[config.mk]
export PLATFORM = sky130hd
export DESIGN_NAME = sdram_rw_check
export DESIGN_NICKNAME = d
export VERILOG_FILES = /design/src/rtl/sdram_rw_check.sv
export SDC_FILE = /design/constraint.sdc
export NUM_CORES = 1
export LEC_CHECK = 0
export ABC_CLOCK_PERIOD_IN_PS = 2580
export CAP_MARGIN = 5
export CORE_ASPECT_RATIO = 1.25
export CORE_MARGIN = 2
export CORE_UTILIZATION = 53
export DETAILED_ROUTE_END_ITERATION = 7
export GPL_ROUTABILITY_DRIVEN = 0
export PLACE_DENSITY_LB_ADDON = 0.3
export SETUP_SLACK_MARGIN = 0.1
export SLEW_MARGIN = 20
export SYNTH_ARGS = -nofsm -noshare
export SYNTH_HDL_FRONTEND = slang
export SYNTH_SLANG_ARGS = --single-unit
[constraint.sdc]
create_clock -name clk_50m -period 2.58 [get_ports clk_50m]
set_input_delay 0.258 -clock clk_50m [delete_from_list [all_inputs] [get_ports clk_50m]]
set_output_delay 0.258 -clock clk_50m [all_outputs]
set_load 0.1 [all_outputs]
[src/rtl/sdram_rw_check.sv]
// rtl/sdram_rw_check.sv - SDRAM write/read-back pattern checker
// Writes 1..DEPTH through the write FIFO, reads the words back in order and counts mismatches.
module sdram_rw_check #(
    parameter int DEPTH    = 1024,
    parameter int DATA_W   = 16,
    parameter int INIT_DLY = 16,
    parameter int LOOP     = 0
) (
    input  logic              clk_50m,
    input  logic              rst,
    input  logic              sdram_init_done,
    input  logic              wr_ready,
    output logic              wr_en,
    output logic [DATA_W-1:0] wr_data,
    input  logic              rd_ready,
    output logic              rd_en,
    input  logic              rd_valid,
    input  logic [DATA_W-1:0] rd_data,
    output logic              error_flag,
    output logic [7:0]        err_cnt,
    output logic              test_done
);

    localparam int IDX_W = $clog2(DEPTH + 1);
    localparam int SET_W = (INIT_DLY > 1) ? $clog2(INIT_DLY) : 1;
    localparam logic [SET_W-1:0] SETTLE_LAST = SET_W'((INIT_DLY > 0) ? INIT_DLY - 1 : 0);
    localparam logic [IDX_W-1:0] LAST_IDX    = IDX_W'(DEPTH - 1);
    localparam logic [IDX_W-1:0] END_IDX     = IDX_W'(DEPTH);

    typedef enum logic [2:0] {IDLE, SETTLE, WRITE, READ, DONE} state_t;

    state_t           state, state_next;
    logic [IDX_W-1:0] wr_idx, rd_idx, chk_idx;
    logic [SET_W-1:0] settle_cnt;
    logic             chk_fire;
    logic             abort;
    logic             mismatch;

    assign mismatch = (rd_data != DATA_W'(chk_idx + IDX_W'(1)));

    always_comb begin
        state_next = state;
        wr_en      = 1'b0;
        wr_data    = '0;
        rd_en      = 1'b0;
        chk_fire   = 1'b0;
        abort      = 1'b0;
        case (state)
            IDLE: begin
                if (sdram_init_done) state_next = SETTLE;
            end
            SETTLE: begin
                if (!sdram_init_done) begin
                    abort      = 1'b1;
                    state_next = IDLE;
                end else if (settle_cnt == SETTLE_LAST) begin
                    state_next = WRITE;
                end
            end
            WRITE: begin
                wr_en   = wr_ready;
                wr_data = DATA_W'(wr_idx + IDX_W'(1));
                if (!sdram_init_done) begin
                    abort      = 1'b1;
                    state_next = IDLE;
                end else if (wr_ready && (wr_idx == LAST_IDX)) begin
                    state_next = READ;
                end
            end
            READ: begin
                rd_en = rd_ready && (rd_idx < END_IDX);
                if (!sdram_init_done) begin
                    abort      = 1'b1;
                    state_next = IDLE;
                end else begin
                    // Returns beyond the last expected word are stale and must not be scored
                    chk_fire = rd_valid && (chk_idx < END_IDX);
                    if (chk_fire && (chk_idx == LAST_IDX)) state_next = DONE;
                end
            end
            DONE: begin
                if (LOOP != 0) state_next = WRITE;
            end
            default: state_next = IDLE;
        endcase
    end

    always_ff @(posedge clk_50m) begin
        if (rst) begin
            state      <= IDLE;
            wr_idx     <= '0;
            rd_idx     <= '0;
            chk_idx    <= '0;
            settle_cnt <= '0;
            error_flag <= 1'b0;
            err_cnt    <= 8'd0;
            test_done  <= 1'b0;
        end else begin
            state      <= state_next;
            settle_cnt <= (state == SETTLE && state_next == SETTLE) ? settle_cnt + SET_W'(1) : '0;
            if (abort || state == IDLE || (state == DONE && state_next == WRITE)) begin
                wr_idx  <= '0;
                rd_idx  <= '0;
                chk_idx <= '0;
            end else begin
                if (wr_en && wr_ready) wr_idx <= wr_idx + IDX_W'(1);
                if (rd_en && rd_ready) rd_idx <= rd_idx + IDX_W'(1);
                if (chk_fire) chk_idx <= chk_idx + IDX_W'(1);
            end
            if (chk_fire && mismatch) begin
                error_flag <= 1'b1;
                if (err_cnt != 8'hFF) err_cnt <= err_cnt + 8'd1;
            end
            if (state == READ && state_next == DONE) test_done <= 1'b1;
        end
    end

endmodule

==> impl_results.md <==
- Status: finished clean
- DRT iter0 DRCs: 160
- Most used standard cell by instance count after synthesis: nor2_1
- Setup WS post-layout: 0.189 ns
- Leakage power: 1.30 nW
- Pre-CTS setup slack: 0.0198 ns
- Fin util: 71.3%
- Dpl hpwl: 4750 µm
- Vias: 2610
- IO Count: 50
- Most common flop cell mapped by yosys: dfxtp_1
- Cells along the critical path: buf_4, and4_4, a31oi_1, nor4_2, o211ai_1, or3_4, and3_1, mux2_4
- Clock buffer depth: 2
- Worst Path Buf+Inv: 1
- Fin crit period: 2.39 ns
- CTS tree: yes
- Ant diodes: 0
- Clock-pin slew on the worst setup and hold paths: 0.09 ns
- Gr usage total: 22.4%
- Largest vdd supply drop: 0.289 mV
- First-pass GRT wire length: 11000 µm
- Tcrit/Tclk final: 92.7%
- Number of global-route vias before repair: 2557
- Leading post-synthesis cells by cell area: dfxtp_1, nor2_1, xnor2_1
- Worst-path maximum fanout: 6
- Layout Area Growth over Synthesis: 28.2%
- Synth Warn #: 0
- Synthesized netlist cell count: 348
- Pwr/cell area: 370 nW/µm²
- Final setup fails: 0
- Final Skew: 0.0101 ns
- Sequential area share after synthesis: 35.1%
- Met2 GRT Util: 39.2%
- Fill cell count: 396
- Clk sinks: 50
- Initial antenna violation count: 0
- Total gr overflow: 0
- Hold Buf Count CTS: 0
- Distinct cells, synth: 55
- Req. time, crit path: 2.78 ns
- Yosys reg bits: 50
- Core ar.: 5120 µm²
- Global Route met3 Usage: 4.35%
- Async S/R FF share, synth: 0%
- Number of port buffers: 45
- Largest net degree at the start of global routing: 34
- Tightest Hold Check Type: flip-flop to flip-flop
- CTS Buf Count: 5
- Mean area per synthesized cell: 8.18 µm²
- Hold_ws: 0.452 ns
- Post-Syn Area: 2850 µm²
- Clk Latency, worst-skew pair: 0.30 ns
- Drt first pass iters: 4
- Yosys top cell by area: dfxtp_1
- Routed WL: 6440 µm
- Max frequency: 418 MHz
- Routed Antenna Nets: 0
- FP Rows: 29
- Slowest cell on crit path: or3_4
- Die ar.: 5980 µm²
- Post-synth EDFFs: 0
- H-Tree Depth: 2
- Initial core utilization: 55.7%
- CP startpoint kind: flip-flop
- Top cell type's share of synthesized area: 35.1%
- Critical path arrival: 2.59 ns
- Met1 Usage GRT: 26.0%
- RSZ-0062 raised after global routing: true
- Share of layout cells above drive strength 1: 19.0%
- Count of pins over their slew limit: 0
- WL per Instance: 13.9 µm
- Max incr delay on CP: 0.42 ns
- Cell area after layout: 3650 µm²
- Maximum Capacitance Violations: 0
- Placed inst area: 3500 µm²
- Nets: 427
- CP Class: flip-flop to flip-flop
- GRT busiest layer: met2
- DR DRC count: 0
- Vias per cell: 5.64
- Final hold violation count: 0
- Die Y: 86.0 µm
- CP endpoint kind: flip-flop
- Root buffer cell: clkbuf_8
- Critical path's top delay family: simple AND/OR/NAND/NOR gates
- Commonest cells in the netlist: nor2_1, dfxtp_1, nand2_1, xnor2_1, xor2_1
- Die width: 69.6 µm
[final timing paths]
check / startpoint / to / slack (ns) / cells past startpoint
worst max-delay path: chk_idx[0]$_SDFFE_PP0P_ / err_cnt[2]$_SDFFE_PP0P_ / 0.19 / 8
worst min-delay path: settle_cnt[0]$_SDFF_PP0_ / settle_cnt[0]$_SDFF_PP0_ / 0.45 / 1
worst max register to register: chk_idx[0]$_SDFFE_PP0P_ / err_cnt[2]$_SDFFE_PP0P_ / 0.19 / 8
worst min register to register: settle_cnt[0]$_SDFF_PP0_ / settle_cnt[0]$_SDFF_PP0_ / 0.45 / 1
[per-layer routing]
layer  wire (µm)  vias up
li1            -     1312
met1        2810     1213
met2        3120       67
met3         322       18
met4         188        0
met5           0        -
[repair_timing]
action | 4_1_cts | 5_1_grt
gates resized for setup | 5 | 9
pin swaps | 2 | 3
endpoints found under the setup margin | 6 | 7
setup buffers | 0 | 2
[per-stage QoR]
| step | cells | TNS (ns) | power, mW |
|---|---|---|---|
| floorplan | 351 | -0.738 | 0.855 |
| global placement | 453 | 0 | 0.894 |
| detailed placement | 453 | 0 | 0.896 |
| CTS | 461 | 0 | 1.36 |
| global route | 463 | 0 | 1.40 |
| finish | 463 | 0 | 1.35 |
[flip-flops by register name, summed over array words and instances, names as in the netlist]
signal	flops
wr_idx	11
err_cnt	8
settle_cnt	4
test_done	1
chk_idx	11
state	3
error_flag	1
rd_idx	11
[cells by family (layout without fill, tap and decap cells)]
family	after synthesis	in the layout	share of synthesized area [%]
adder cells (fa/ha/maj)	5	5	2.20
multiplexers	5	5	2.02
flip-flops	50	50	35.1
XOR/XNOR	41	41	12.6
other	1	4	0.132
AND/OR/NAND/NOR	167	167	31.5
buffers and inverters	28	78	5.14
AO/OA/AOI/OAI	51	51	11.3
[cell usage in the layout, fill, tap and decap left out, types with 5 or more instances in the layout]
cell,Yosys,routed
nor2_1,52,48
buf_12,0,13
or3_1,12,12
dfxtp_2,0,7
and3_1,9,9
nor4_1,8,7
clkbuf_8,0,6
nand2_1,27,27
dfxtp_1,50,43
buf_4,7,26
nand4_1,8,8
xor2_1,20,20
xnor2_1,21,21
nor2b_1,6,6
inv_1,8,8
nand3_1,15,13
clkdlybuf4s50_1,0,21
nor3_1,8,8
nor3b_1,5,5
o21ai_0,13,13
a21oi_1,19,19
[layout make-up]
type | count | area [µm²] | share of cell area, %
timing repair buffer | 61 | 677 | 18.5
clock buffer | 7 | 86.3 | 2.37
inverter | 9 | 33.8 | 0.926
multi-input combinational | 273 | 1760 | 48.2
clock inverter | 1 | 5.00 | 0.137
tap | 62 | 77.6 | 2.13
sequential | 50 | 1010 | 27.7
[report_power, final]
part           switching, mW  internal, mW  total, mW
combinational         0.0596        0.0452      0.105
clock                  0.254         0.217      0.471
sequential           0.00248         0.772      0.775
total                  0.316          1.03       1.35
(Power assumes the default switching activity.)
